**config.mk**
```make
export PLATFORM = sky130hd
export DESIGN_NAME = lut_classifier
export DESIGN_NICKNAME = d
export VERILOG_FILES = /design/src/rtl/lut_classifier.sv
export SDC_FILE = /design/constraint.sdc
export NUM_CORES = 1
export LEC_CHECK = 0
export BUFFER_PORTS_ARGS = -buffer_cell sky130_fd_sc_hd__buf_2
export CAP_MARGIN = 25
export CORE_UTILIZATION = 61
export CTS_BUF_LIST = sky130_fd_sc_hd__clkbuf_8
export DETAILED_ROUTE_END_ITERATION = 8
export HOLD_SLACK_MARGIN = 0.1
export PLACE_DENSITY = 0.83
export SETUP_SLACK_MARGIN = 0.02
export SLEW_MARGIN = 20
export SYNTH_ARGS = -nofsm -noshare
export SYNTH_HDL_FRONTEND = slang
export SYNTH_SLANG_ARGS = --single-unit
```
**constraint.sdc**
```tcl
create_clock -name clk -period 3.4 [get_ports clk]
set_input_delay 0 -clock clk [delete_from_list [all_inputs] [get_ports clk]]
set_output_delay 0 -clock clk [all_outputs]
set_load 0.02 [all_outputs]
```
**src/rtl/lut_classifier.sv**
```systemverilog
`default_nettype none
// ============================================================================
//  Module   : lut_classifier
//  Brief    : Programmable lookup-table classifier. Maps an IN_W-bit symbol
//             to an OUT_W-bit class code through a runtime-writable table.
//             Lookups are registered with a valid flag. A saturating counter
//             tallies registered outputs that match a selectable class code.
//  Revision : 1.0 - initial release
// ============================================================================
module lut_classifier #(
    parameter int IN_W  = 4,
    parameter int OUT_W = 3,
    parameter int CNT_W = 16
) (
    input  logic             clk,
    input  logic             reset,
    input  logic             enable,
    input  logic             in_valid,
    input  logic [IN_W-1:0]  xin,
    input  logic             wr_en,
    input  logic [IN_W-1:0]  wr_addr,
    input  logic [OUT_W-1:0] wr_data,
    input  logic             lock,
    input  logic [OUT_W-1:0] cnt_sel,
    input  logic             cnt_clr,
    output logic [OUT_W-1:0] yout,
    output logic             out_valid,
    output logic [CNT_W-1:0] hit_cnt,
    output logic             wr_err
);

    localparam int             c_depth   = 2 ** IN_W;
    localparam logic [CNT_W-1:0] c_cnt_max = {CNT_W{1'b1}};

    logic [OUT_W-1:0] r_table [0:c_depth-1];
    logic [OUT_W-1:0] r_yout;
    logic             r_out_valid;
    logic [CNT_W-1:0] r_hit_cnt;
    logic             r_wr_err;

    logic             w_wr_ok;
    logic [OUT_W-1:0] w_lookup;
    logic             w_hit;

    // A write only lands when the table is unlocked.
    assign w_wr_ok = wr_en & ~lock;

    // Write-through bypass: a lookup of the address being written this edge
    // sees the new data rather than the stale entry.
    always_comb begin
        w_lookup = r_table[xin];
        if (w_wr_ok && (wr_addr == xin)) begin
            w_lookup = wr_data;
        end
    end

    // The counter watches registered outputs, so it lags a lookup by one edge.
    assign w_hit = r_out_valid && (r_yout == cnt_sel);

    // Table storage, registered lookup result and locked-write error pulse.
    always_ff @(posedge clk) begin
        if (reset) begin
            for (int i = 0; i < c_depth; i++) begin
                r_table[i] <= '0;
            end
            r_yout      <= '0;
            r_out_valid <= 1'b0;
            r_wr_err    <= 1'b0;
        end else begin
            if (w_wr_ok) begin
                r_table[wr_addr] <= wr_data;
            end
            r_wr_err    <= wr_en & lock;
            r_out_valid <= in_valid;
            if (in_valid) begin
                r_yout <= enable ? w_lookup : '0;
            end
        end
    end

    // Saturating hit counter; clear beats increment in the same cycle.
    always_ff @(posedge clk) begin
        if (reset) begin
            r_hit_cnt <= '0;
        end else if (cnt_clr) begin
            r_hit_cnt <= '0;
        end else if (w_hit && (r_hit_cnt != c_cnt_max)) begin
            r_hit_cnt <= r_hit_cnt + 1'b1;
        end
    end

    assign yout      = r_yout;
    assign out_valid = r_out_valid;
    assign hit_cnt   = r_hit_cnt;
    assign wr_err    = r_wr_err;

endmodule
`default_nettype wire

```
* Word level (Yosys, flattened, before mapping) *
Memory sizes are Yosys's and may differ from the RTL's.
Index checks and enable logic that the tools add are counted.

cells by class
  muxes and demuxes = 10
  eq/ne operators = 3
  bitwise gates (word level) = 3
  add/subtract/negate cells = 1
  reductions and logical operators = 5

operators with widths
  operator                 count
  $add A16 B1 Y16 const B  1
  $ne A16 B16 Y1 const B   1
  $mux W3                  3
  $mux W1                  6
  $eq A4 B4 Y1             1
  $mux W4                  1
  $eq A3 B3 Y1             1
  $logic_and A1 B1 Y1      3
  $reduce_or A3 Y1         1
  $and A1 B1 Y1            2
  $reduce_or A2 Y1         1
  $not A1 Y1               1

word-level totals
  bits in registers = 21
  output and inout bits = 21
  bits of input ports = 21
  memories = 1
  memory bits (writable) = 48
  word-level logic and storage cells = 27

memory list
  name     words  width  read ports  clocked after Yosys merged registers in  write ports  RTL line  text
  r_table  16     3      1           0                                        16           35        logic [OUT_W-1:0] r_table [0:c_depth-1];

* Depth between registers and ports, before layout *
Gate-level depths: netlist (run 1).

  depth after elaboration = 7
  gate-level depth with buffers = 6
  depth with buffers taken out = 6

* Worst setup path after synthesis (run 1) *
No wires, ideal clock.

  path kind = reg2reg
  start point = register r_hit_cnt[2] (netlist: hit_cnt[2])
  end point = register r_hit_cnt[13] (netlist: hit_cnt[13])
  path buffers = 0
  cell stages (with the launch flop) = 6
  data required time = 3330 ps
  setup slack = 1496 ps
  setup time = 70 ps
  data arrival time = 1834 ps
  clock period less this slack = 1904 ps
  cells stage by stage = dfxtp_1 and4_4 nand2_2 or3_4 or4_1 a21oi_1

on the way
  word-level cells in the longest chain between the ends = 2
  elaborated cells between the ends (all ways) = 3
  classes of those cells = 1 x add/sub; 1 x eq/ne; 1 x reduce/logical

RTL lines
  item                                                                     RTL line  text
  start, declared                                                          38        logic [CNT_W-1:0] r_hit_cnt;
  start signal, assigned                                                   88        r_hit_cnt <= r_hit_cnt + 1'b1;
  parallel branches: the longest is 2 deep, another holds $add A16 B1 Y16  n/a

Parallel ways; which one is timed is not known.
A chain may end at the register's enable or synchronous reset.

==> results of run 1 <==
[report_power, final]
group | switching (mW) | internal, mW
combinational | 0.0794 | 0.0624
sequential | 0.0122 | 0.930
clock | 0.298 | 0.439
[how the worst max path moves through the flow]
stage                           from            end  slack (ns)  cells after the start
after floorplan           hit_cnt[2]    hit_cnt[13]        1.50                      5
after global placement         reset  r_table[0][0]        1.52                      5
after detailed placement       reset  r_table[0][2]        1.40                      5
after CTS                       lock  r_table[0][1]        1.29                      6
after global routing            lock  r_table[0][1]        1.09                      6
final                           lock  r_table[0][1]        1.24                      6
[final cells by class]
| type | count | area, sq um |
|---|---|---|
| timing repair buffer | 47 | 265.3 |
| sequential | 69 | 1862 |
| clock inverter | 2 | 37.54 |
| multi-input combinational | 212 | 1498 |
| clock buffer | 14 | 192.7 |
| inverter | 1 | 3.754 |
| fill | 362 | 1291 |
| tap | 70 | 87.58 |
[flip-flops by register name (all words and copies together) (netlist names)]
register,cells
yout,3
out_valid,1
hit_cnt,16
wr_err,1
r_table,48
[per-layer routing]
| layer | wire length, um | up-vias | GRT usage (%) |
|---|---|---|---|
| met5 | 0 | - | 0 |
| met4 | 93 | 0 | 10.19 |
| met3 | 490 | 8 | 4.072 |
| met2 | 3436 | 84 | 43.06 |
| met1 | 3026 | 1134 | 36.03 |
| li1 | - | 1167 | - |
[cells in the mapped netlist (2+ instances only)]
cell        n
edfxtp_1   48
nand4_1     4
nor2b_1     3
and2_1     42
nand2b_1    2
a21oi_1     3
mux4_2     12
and3_1      8
dfxtp_1    21
or3_1       2
clkbuf_1    7
nor2_1     31
o21ai_0     6
nor3_1      5
nand2_1    16
o2111ai_1   4
xnor2_1     9
and4_1      2
a21o_1      2
or2_2      16
mux2i_1     4
xor2_1      8
nor4_1      4
nand3_1     9
a22oi_1     3
[stage by stage]
step | cells | worst slack [ns]
3_5_place_dp | 393 | 1.396
4_1_cts | 415 | 1.290
2_1_floorplan | 291 | 1.496
3_3_place_gp | 393 | 1.524
6_report | 415 | 1.238
5_1_grt | 415 | 1.090
[cells by family after synthesis]
| kind of cell | after synthesis |
|---|---|
| simple gates | 154 |
| mux | 16 |
| xor+xnor | 17 |
| fa+ha+maj | 1 |
| buf+inv | 10 |
| compound gates | 24 |
| flops | 69 |
[worst register-to-register path, delay by kind of cell (launching register included)]
family,cells,cell delay (ns)
AO/OA/AOI/OAI,1,0.15
XOR/XNOR,1,0.23
flip-flops,1,0.34
AND/OR/NAND/NOR,3,1.13
[placed cells by master (no fill, tap or decap), types with 2 or more instances in the layout]
cell type and instances:
nor2b_1 3, or3_1 2, and2_1 42, nor4_1 4, nor2_1 31, edfxtp_1 48, buf_2 41, o21ai_0 6
nor3_1 5, nand2b_1 2, a21oi_1 3, o2111ai_1 4, xor2_1 8, mux4_2 12, or2_2 16, nand4_1 4
nand3_1 9, and3_1 8, xnor2_1 9, nand2_1 16, a21o_1 2, and4_1 2, mux2i_1 4, a22oi_1 3
dfxtp_1 21, dlygate4sd3_1 6, clkbuf_8 14
[repair_timing]
action / CTS / global route
hold buffers: 6 / 0
hold endpoints to repair: 6 / 0
endpoints found under the setup margin: 0 / 0
setup buffers: 0 / 0
==> impl_metrics.tcl, run 1 <==
set metrics [dict create \
    outcome "completed" \
    via_per_inst 5.766 \
    n_antenna_cell 0 \
    whs_endpoint "out_valid" \
    cpPeakStageDelay_ns 0.54 \
    dr.pass1.iters 4 \
    synth_area_leaders "edfxtp_1, dfxtp_1, mux4_2" \
    synth_cells 291 \
    synth_cell_types 45 \
    yosysWarnings 0 \
    synth_compound_area_share_pct 4.897 \
    fin_crit_sh_pct 63.58 \
    final_area_sq_um 3946 \
    ys_ff_latch 69 \
    remaining_drc_errors 0 \
    grt_usage_pct 26.51 \
    worstPathMaxFanout 5 \
    cts_tree "done" \
    tightest_slew_ns 0.6212 \
    ant_nets 0 \
    netlist.area_leader.share_pct 42.42 \
    rsz0062_at_grt "false" \
    max_freq_ghz 0.4626 \
    finalSetupTns_ns 0 \
    clk_pin_slew_worst_paths_ns 0.08 \
    synthXorXnorAreaFrac_pct 4.381 \
    setup_viol 0 \
    async_reset_ff_share_pct 0 \
    synth_seq_area_share_pct 54.79 \
    yosys-mux-area-fraction_pct 9.131 \
    design.core.area_sq_um 5238 \
    die_h_um 76.64 \
    ir_worst_vdd_v 0.0003509 \
    min_path_cells 2 \
    hold_viol_final 0 \
    antenna_found_initial 0 \
    syn_nets 313 \
    power_mw 1.821 \
    synth-simple-area-share_pct 25.29 \
    post_synth.cell_area_avg_sq_um 11.68 \
    synth_top_family_by_area "simple AND/OR/NAND/NOR gates" \
    maxCapViolations 0 \
    wl_per_cell_um 16.98 \
    io_pins 42 \
    initial_core_util_pct 64.88 \
    leakage_nw 1.526 \
    synth_edf_count 48 \
    dieArea_sq_um 5874 \
    yosys.area.top_type "edfxtp_1" \
    p_per_area_nw_per_um2 461.5 \
    final_util_pct 75.35 \
    end_kind "flip-flop" \
    whs_ns 0.1416 \
    synthAdderAreaFrac_pct 0.3682 \
    die_w_um 76.64 \
    r2r_setup_slack_ns 1.49 \
    finClkSkew_ns 0.01014 \
    row_count 26 \
    crit_path_top_delay_cell "dlygate4sd3_1" \
    dpl_cell_area_sq_um 3656 \
    htree_num_levels 3 \
    gp_congestion 0.8288 \
    arrival_ns 2.22 \
    slew_violations 0 \
    grt_pass1_vias 2364 \
    num_vias 2393 \
    fin_crit_ns 2.162 \
    cp_cell_sequence "dlygate4sd3_1 > buf_2 > nor3b_1 > or3b_2 > nor3_1 > or2_2" \
    dr.first_iter.drc_count 167 \
    synthesis.area_sq_um 3398 \
    hold_class "in2reg" \
    nNetsFinal 362 \
    relSlewSlack_pct 58.21 \
    areaGrowthSynthToFinish_pct 16.13 \
    path_buf_inv 2 \
    reg2reg_to "hit_cnt[13]" \
    hp-start "reset" \
    cts_root_buf "clkbuf_8" \
    io_buffers 41 \
    critPathLaunchType "input pin" \
    crit_family "simple AND/OR/NAND/NOR gates" \
    dominantRegCellSynth "edfxtp_1" \
    cts.sinks 69 \
    numCtsBuffers 9 \
    clk_latency_ns 0.34 \
    wirelength_um 7046 \
    clockBufferDepth 2 \
    rr_worst_depth 5 \
    grt_pass1_wl_um 11800 \
    cts_resized 0 \
    r2r-start "yout[2]" \
    drive_gt1_share_pct 26.38 \
    grt_max_degree 23 \
    post-dp-hpwl_um 4842 \
    required_ns 3.46 \
    path_class "in2reg" \
    grt.overflow.total 0 \
]
No activity file was read; power rests on OpenSTA's default activity.
==> run 2, diff against run 1 <==
--- a/config.mk
+++ b/config.mk
@@ -7,11 +7,11 @@
 export LEC_CHECK = 0
 export BUFFER_PORTS_ARGS = -buffer_cell sky130_fd_sc_hd__buf_2
 export CAP_MARGIN = 25
-export CORE_UTILIZATION = 61
+export CORE_UTILIZATION = 54
 export CTS_BUF_LIST = sky130_fd_sc_hd__clkbuf_8
 export DETAILED_ROUTE_END_ITERATION = 8
 export HOLD_SLACK_MARGIN = 0.1
-export PLACE_DENSITY = 0.83
+export PLACE_DENSITY = 0.78
 export SETUP_SLACK_MARGIN = 0.02
 export SLEW_MARGIN = 20
 export SYNTH_ARGS = -nofsm -noshare
==> constraint.sdc (replaced) <==
create_clock -name clk -period 1.9 [get_ports clk]
set_input_delay 0 -clock clk [delete_from_list [all_inputs] [get_ports clk]]
set_output_delay 0 -clock clk [all_outputs]
set_load 0.02 [all_outputs]
==> impl_metrics.tcl, run 2 (same netlist as run 1, synthesis figures left out) <==
set metrics [dict create \
    crit_family "simple AND/OR/NAND/NOR gates" \
    antenna_found_initial 0 \
    outcome "completed" \
    initial_core_util_pct 56.73 \
    n_fill_cell 452 \
    rsz0062_at_grt "false" \
    multi_input_area_sq_um 1528 \
    io_buffers 41 \
    maxCapViolations 0 \
    grt_usage_pct 23.87 \
    gp_congestion 0.8241 \
    grt_max_degree 22 \
    design.core.area_sq_um 5991 \
    final_cell_mix "edfxtp_1, and2_1, buf_2, nor2_1" \
    ant_nets 0 \
    critPathLaunchType "flip-flop" \
    die_w_um 81.33 \
    critical_path.startpoint "hit_cnt[3]" \
    cts_root_buf "clkbuf_8" \
    post-dp-hpwl_um 5014 \
    r2r_setup_slack_ns 0.09 \
    fin_crit_ns 1.811 \
    ir_worst_vdd_v 0.0005209 \
    clk_latency_ns 0.34 \
    arrival_ns 2.08 \
    cp_cell_sequence "and4_4 > nand2_2 > or3_4 > or4_4 > a21oi_2" \
    power_mw 3.213 \
    htree_num_levels 3 \
    hold_class "in2reg" \
    p_int_mw 2.503 \
    grt.overflow.total 0 \
    max_freq_ghz 0.5523 \
    slew_violations 0 \
    dr.first_iter.drc_count 174 \
    wirelength_um 7105 \
    clockBufferDepth 2 \
    die_h_um 81.33 \
    rr_worst_depth 5 \
    final_util_pct 67.19 \
    largest_reg_flops 48 \
    via_per_inst 5.794 \
    comb_power_share_pct 8.0 \
    p_per_area_nw_per_um2 798.2 \
    worstPathMaxFanout 5 \
    leakage_nw 1.579 \
    remaining_drc_errors 0 \
    dr.pass1.iters 5 \
    path_buf_inv 0 \
    hold_viol_final 0 \
    nNetsFinal 370 \
    crit_cells 5 \
    cts_tree "done" \
    numCtsBuffers 9 \
    setup_viol 0 \
    wl_per_cell_um 16.60 \
    grt_pass1_vias 2263 \
    clock_power_share_pct 39.4 \
    crit_end "hit_cnt[13]" \
    regMostFlops "r_table" \
    io_pins 42 \
    reg2reg_to "hit_cnt[13]" \
    fin_crit_sh_pct 95.30 \
    n_antenna_cell 0 \
    finalSetupTns_ns 0 \
    row_count 28 \
    cts.sinks 69 \
    end_kind "flip-flop" \
    p_sw_share_pct 22.08 \
    finClkSkew_ns 0.002651 \
    power_switching_mw 0.7094 \
    tightest_slew_ns 0.4603 \
    relSlewSlack_pct 69.08 \
    final_common_cell "edfxtp_1" \
    regArea_sq_um 1872 \
    drive_gt1_share_pct 30.59 \
    path_class "reg2reg" \
    num_vias 2480 \
    power_frac_seq_pct 52.6 \
    crit_path_top_delay_cell "or4_4" \
    grt_pass1_wl_um 11120 \
    areaGrowthSynthToFinish_pct 18.45 \
    dieArea_sq_um 6615 \
    clk_pin_slew_worst_paths_ns 0.07 \
    r2r-start "hit_cnt[3]" \
    cpPeakStageDelay_ns 0.50 \
    required_ns 2.17 \
]
[run 2: cell count changes in the layout (fill, tap and decap cells not counted), moves of 2 or more]
cell	delta
buf_4	+9
clkbuf_8	-5
clkinv_1	+2
clkinv_2	+2
dfxtp_1	-6
dfxtp_2	+5
xnor2_1	-3
xnor2_2	+3
[run 2: worst min path at each step]
| stage | start | slack [ns] | to | depth (start not counted) |
|---|---|---|---|---|
| after global placement | lock | 0.25 | wr_err | 3 |
| after detailed placement | lock | 0.25 | wr_err | 3 |
| after global routing | reset | 0.12 | wr_err | 3 |
| after floorplan | lock | 0.11 | wr_err | 2 |
| after CTS | reset | 0.11 | wr_err | 3 |
| final | reset | 0.11 | wr_err | 3 |
[run 2: area by class of cell]
| cell class | instances | area share, % |
|---|---|---|
| clock buffers | 9 | 3.077 |
| clock inverters | 7 | 2.021 |
| inverters | 1 | 0.09325 |
| flip-flops and latches | 69 | 46.50 |
| multi-input cells | 212 | 37.95 |
| well taps | 75 | 2.331 |
| repair buffers | 55 | 8.020 |
[run 2: stage by stage]
step | worst slack, ns | cells | cell area (sq um) | hold slack, ns
after detailed placement | 0.1097 | 407 | 3732 | 0.2520
final | 0.08936 | 428 | 4025 | 0.1130
after floorplan | 0.03822 | 291 | 3401 | 0.1138
after global placement | 0.1485 | 407 | 3732 | 0.2460
after CTS | 0.05136 | 428 | 3988 | 0.1108
after global routing | 0.02524 | 428 | 4025 | 0.1181
[run 2: worst register-to-register path: cells and delay by family (launching register included)]
| family | cells | cell delay [ns] |
|---|---|---|
| AOI/OAI and AO/OA | 1 | 0.14 |
| and+or+nand+nor | 4 | 1.24 |
| DFF | 1 | 0.36 |
[run 2: layer usage]
| layer | global-route usage, % | vias to the layer above | part of all wire [%] |
|---|---|---|---|
| li1 | - | 1184 | - |
| met1 | 30.47 | 1167 | 42 |
| met2 | 38.58 | 114 | 49 |
| met3 | 5.281 | 15 | 6.7 |
| met4 | 11.07 | 0 | 2.0 |
| met5 | 0 | - | 0 |
[run 2: power by group through the flow]
stage	logic [mW]	clock network, mW	registers, mW
after floorplan	0.153	0	1.72
after global placement	0.240	0	1.72
after detailed placement	0.244	0	1.72
after CTS	0.253	1.27	1.69
after global routing	0.281	1.34	1.69
final	0.258	1.26	1.69
[run 2: timing repair]
item                                   CTS  global route
setup endpoints to repair                0             1
setup buffers                            0             0
gates resized for setup                  0            10
hold buffers                             5             0
endpoints found under the hold margin    6             0
==> run 3, diff against run 2 <==
--- a/config.mk
+++ b/config.mk
@@ -7,10 +7,12 @@
 export LEC_CHECK = 0
 export BUFFER_PORTS_ARGS = -buffer_cell sky130_fd_sc_hd__buf_2
 export CAP_MARGIN = 25
+export CORE_ASPECT_RATIO = 1.75
 export CORE_UTILIZATION = 54
 export CTS_BUF_LIST = sky130_fd_sc_hd__clkbuf_8
 export DETAILED_ROUTE_END_ITERATION = 8
 export HOLD_SLACK_MARGIN = 0.1
+export MAX_ROUTING_LAYER = met4
 export PLACE_DENSITY = 0.78
 export SETUP_SLACK_MARGIN = 0.02
 export SLEW_MARGIN = 20
==> impl_metrics.tcl, run 3 (same netlist as run 1, synthesis figures left out) <==
set metrics [dict create \
    outcome "completed" \
    tightest_slew_ns 0.5266 \
    fin_crit_ns 1.815 \
    clk_pin_slew_worst_paths_ns 0.07 \
    ant_nets 0 \
    cp_cell_sequence "and4_4 > nand2_2 > or3_4 > or4_1 > a21oi_1" \
    dr.pass1.iters 4 \
    num_vias 2450 \
    setup_viol 0 \
    maxCapViolations 0 \
    clockBufferDepth 2 \
    row_count 37 \
    grt.overflow.total 0 \
    wirelength_um 7511 \
    design.core.area_sq_um 5972 \
    crit_path_top_delay_cell "or4_1" \
    max_freq_ghz 0.5509 \
    comb_power_share_pct 8.3 \
    cts_root_buf "clkbuf_8" \
    final_cell_mix "edfxtp_1, and2_1, buf_2, nor2_1, dfxtp_1" \
    cpPeakStageDelay_ns 0.47 \
    regMostFlops "r_table" \
    setup_ws_ns 0.08480 \
    path_buf_inv 0 \
    wl_per_cell_um 17.19 \
    die_h_um 106.9 \
    n_antenna_cell 0 \
    post-dp-hpwl_um 5650 \
    initial_core_util_pct 56.90 \
    numCtsBuffers 9 \
    io_buffers 41 \
    largest_reg_flops 48 \
    clock_power_share_pct 37.2 \
    end_kind "flip-flop" \
    whs_ns 0.1140 \
    rsz0062_at_grt "true" \
    p_int_mw 2.410 \
    remaining_drc_errors 0 \
    die_w_um 61.97 \
    clk_latency_ns 0.34 \
    arrival_ns 2.09 \
    dr.first_iter.drc_count 100 \
    gp_congestion 0.7291 \
    finalSetupTns_ns 0 \
    hold_viol_final 0 \
    via_per_inst 5.606 \
    path_class "reg2reg" \
    hold_class "in2reg" \
    drive_gt1_share_pct 30.64 \
    final_common_cell "edfxtp_1" \
    grt_pass1_wl_um 11700 \
    relSlewSlack_pct 64.57 \
    finClkSkew_ns 0.004334 \
    critPathLaunchType "flip-flop" \
    p_sw_share_pct 22.24 \
    dieArea_sq_um 6627 \
    grt_pass1_vias 2483 \
    cts.sinks 69 \
    grt_max_degree 22 \
    antenna_found_initial 0 \
    areaGrowthSynthToFinish_pct 18.78 \
    required_ns 2.17 \
    p_per_area_nw_per_um2 767.9 \
    worstPathMaxFanout 4 \
    slew_violations 0 \
    io_pins 42 \
    cts_tree "done" \
    fin_crit_sh_pct 95.54 \
    nNetsFinal 376 \
    power_frac_seq_pct 54.5 \
    dp_slack_ns 0.04912 \
    crit_family "simple AND/OR/NAND/NOR gates" \
    ir_worst_vdd_v 0.0004932 \
    grt_usage_pct 26.21 \
    power_switching_mw 0.6894 \
    post_cts_buffers 0 \
    leakage_nw 1.591 \
    htree_num_levels 3 \
]
## run 3: what timing repair did
action                                 in CTS  in global routing
hold buffers                                5                  0
gates resized for setup                     0                  3
setup endpoints to repair                   0                  3
endpoints found under the hold margin       6                  0
## run 3: worst register-to-register path, cell delays in order, from the launching register on
cell and delay (ns):
dfxtp_1 0.36, and4_4 0.27, nand2_2 0.08, or3_4 0.42, or4_1 0.48, a21oi_1 0.15
## run 3: metal layers
| layer | wire length [um] | track usage (%) | part of all wire, % | up-vias |
|---|---|---|---|---|
| met5 | 0 | - | 0 | - |
| met4 | 142 | 10.79 | 1.9 | 0 |
| met3 | 303 | 5.549 | 4.0 | 14 |
| met2 | 4349 | 47.34 | 58 | 70 |
| met1 | 2715 | 25.42 | 36 | 1173 |
| li1 | - | - | - | 1193 |
## run 3: final timing paths
| path | startpoint | end | slack, ns | cells past startpoint |
|---|---|---|---|---|
| setup / recovery | hit_cnt[5] | hit_cnt[13] | 0.08 | 5 |
| hold / removal | reset | wr_err | 0.11 | 3 |
| setup reg to reg | hit_cnt[5] | hit_cnt[13] | 0.08 | 5 |
| hold reg to reg | yout[0] | yout[0] | 0.49 | 2 |
## run 3: power by group through the flow
stage | clock [mW] | combinational [mW] | sequential [mW]
floorplan | 0 | 0.153 | 1.72
global placement | 0 | 0.241 | 1.72
detailed placement | 0 | 0.249 | 1.72
CTS | 1.17 | 0.258 | 1.69
global route | 1.24 | 0.284 | 1.69
finish | 1.15 | 0.258 | 1.69
## run 3: through the flow
step | power (mW) | utilization (%) | std cells | area (sq um)
after floorplan | 1.868 | - | 291 | 3401
after global placement | 1.960 | 63.31 | 416 | 3781
after detailed placement | 1.971 | 63.31 | 416 | 3781
after CTS | 3.114 | 67.36 | 437 | 4023
after global routing | 3.214 | 67.59 | 437 | 4036
final | 3.100 | 67.59 | 437 | 4036
## run 3: area by class of cell
class,count,area (sq um)
Fill cell,443,1936
Sequential cell,69,1866
Multi-Input combinational cell,212,1510
Timing Repair Buffer,61,367.9
Clock buffer,10,137.6
Tap cell,78,97.59
Clock inverter,6,53.80
Inverter,1,3.754
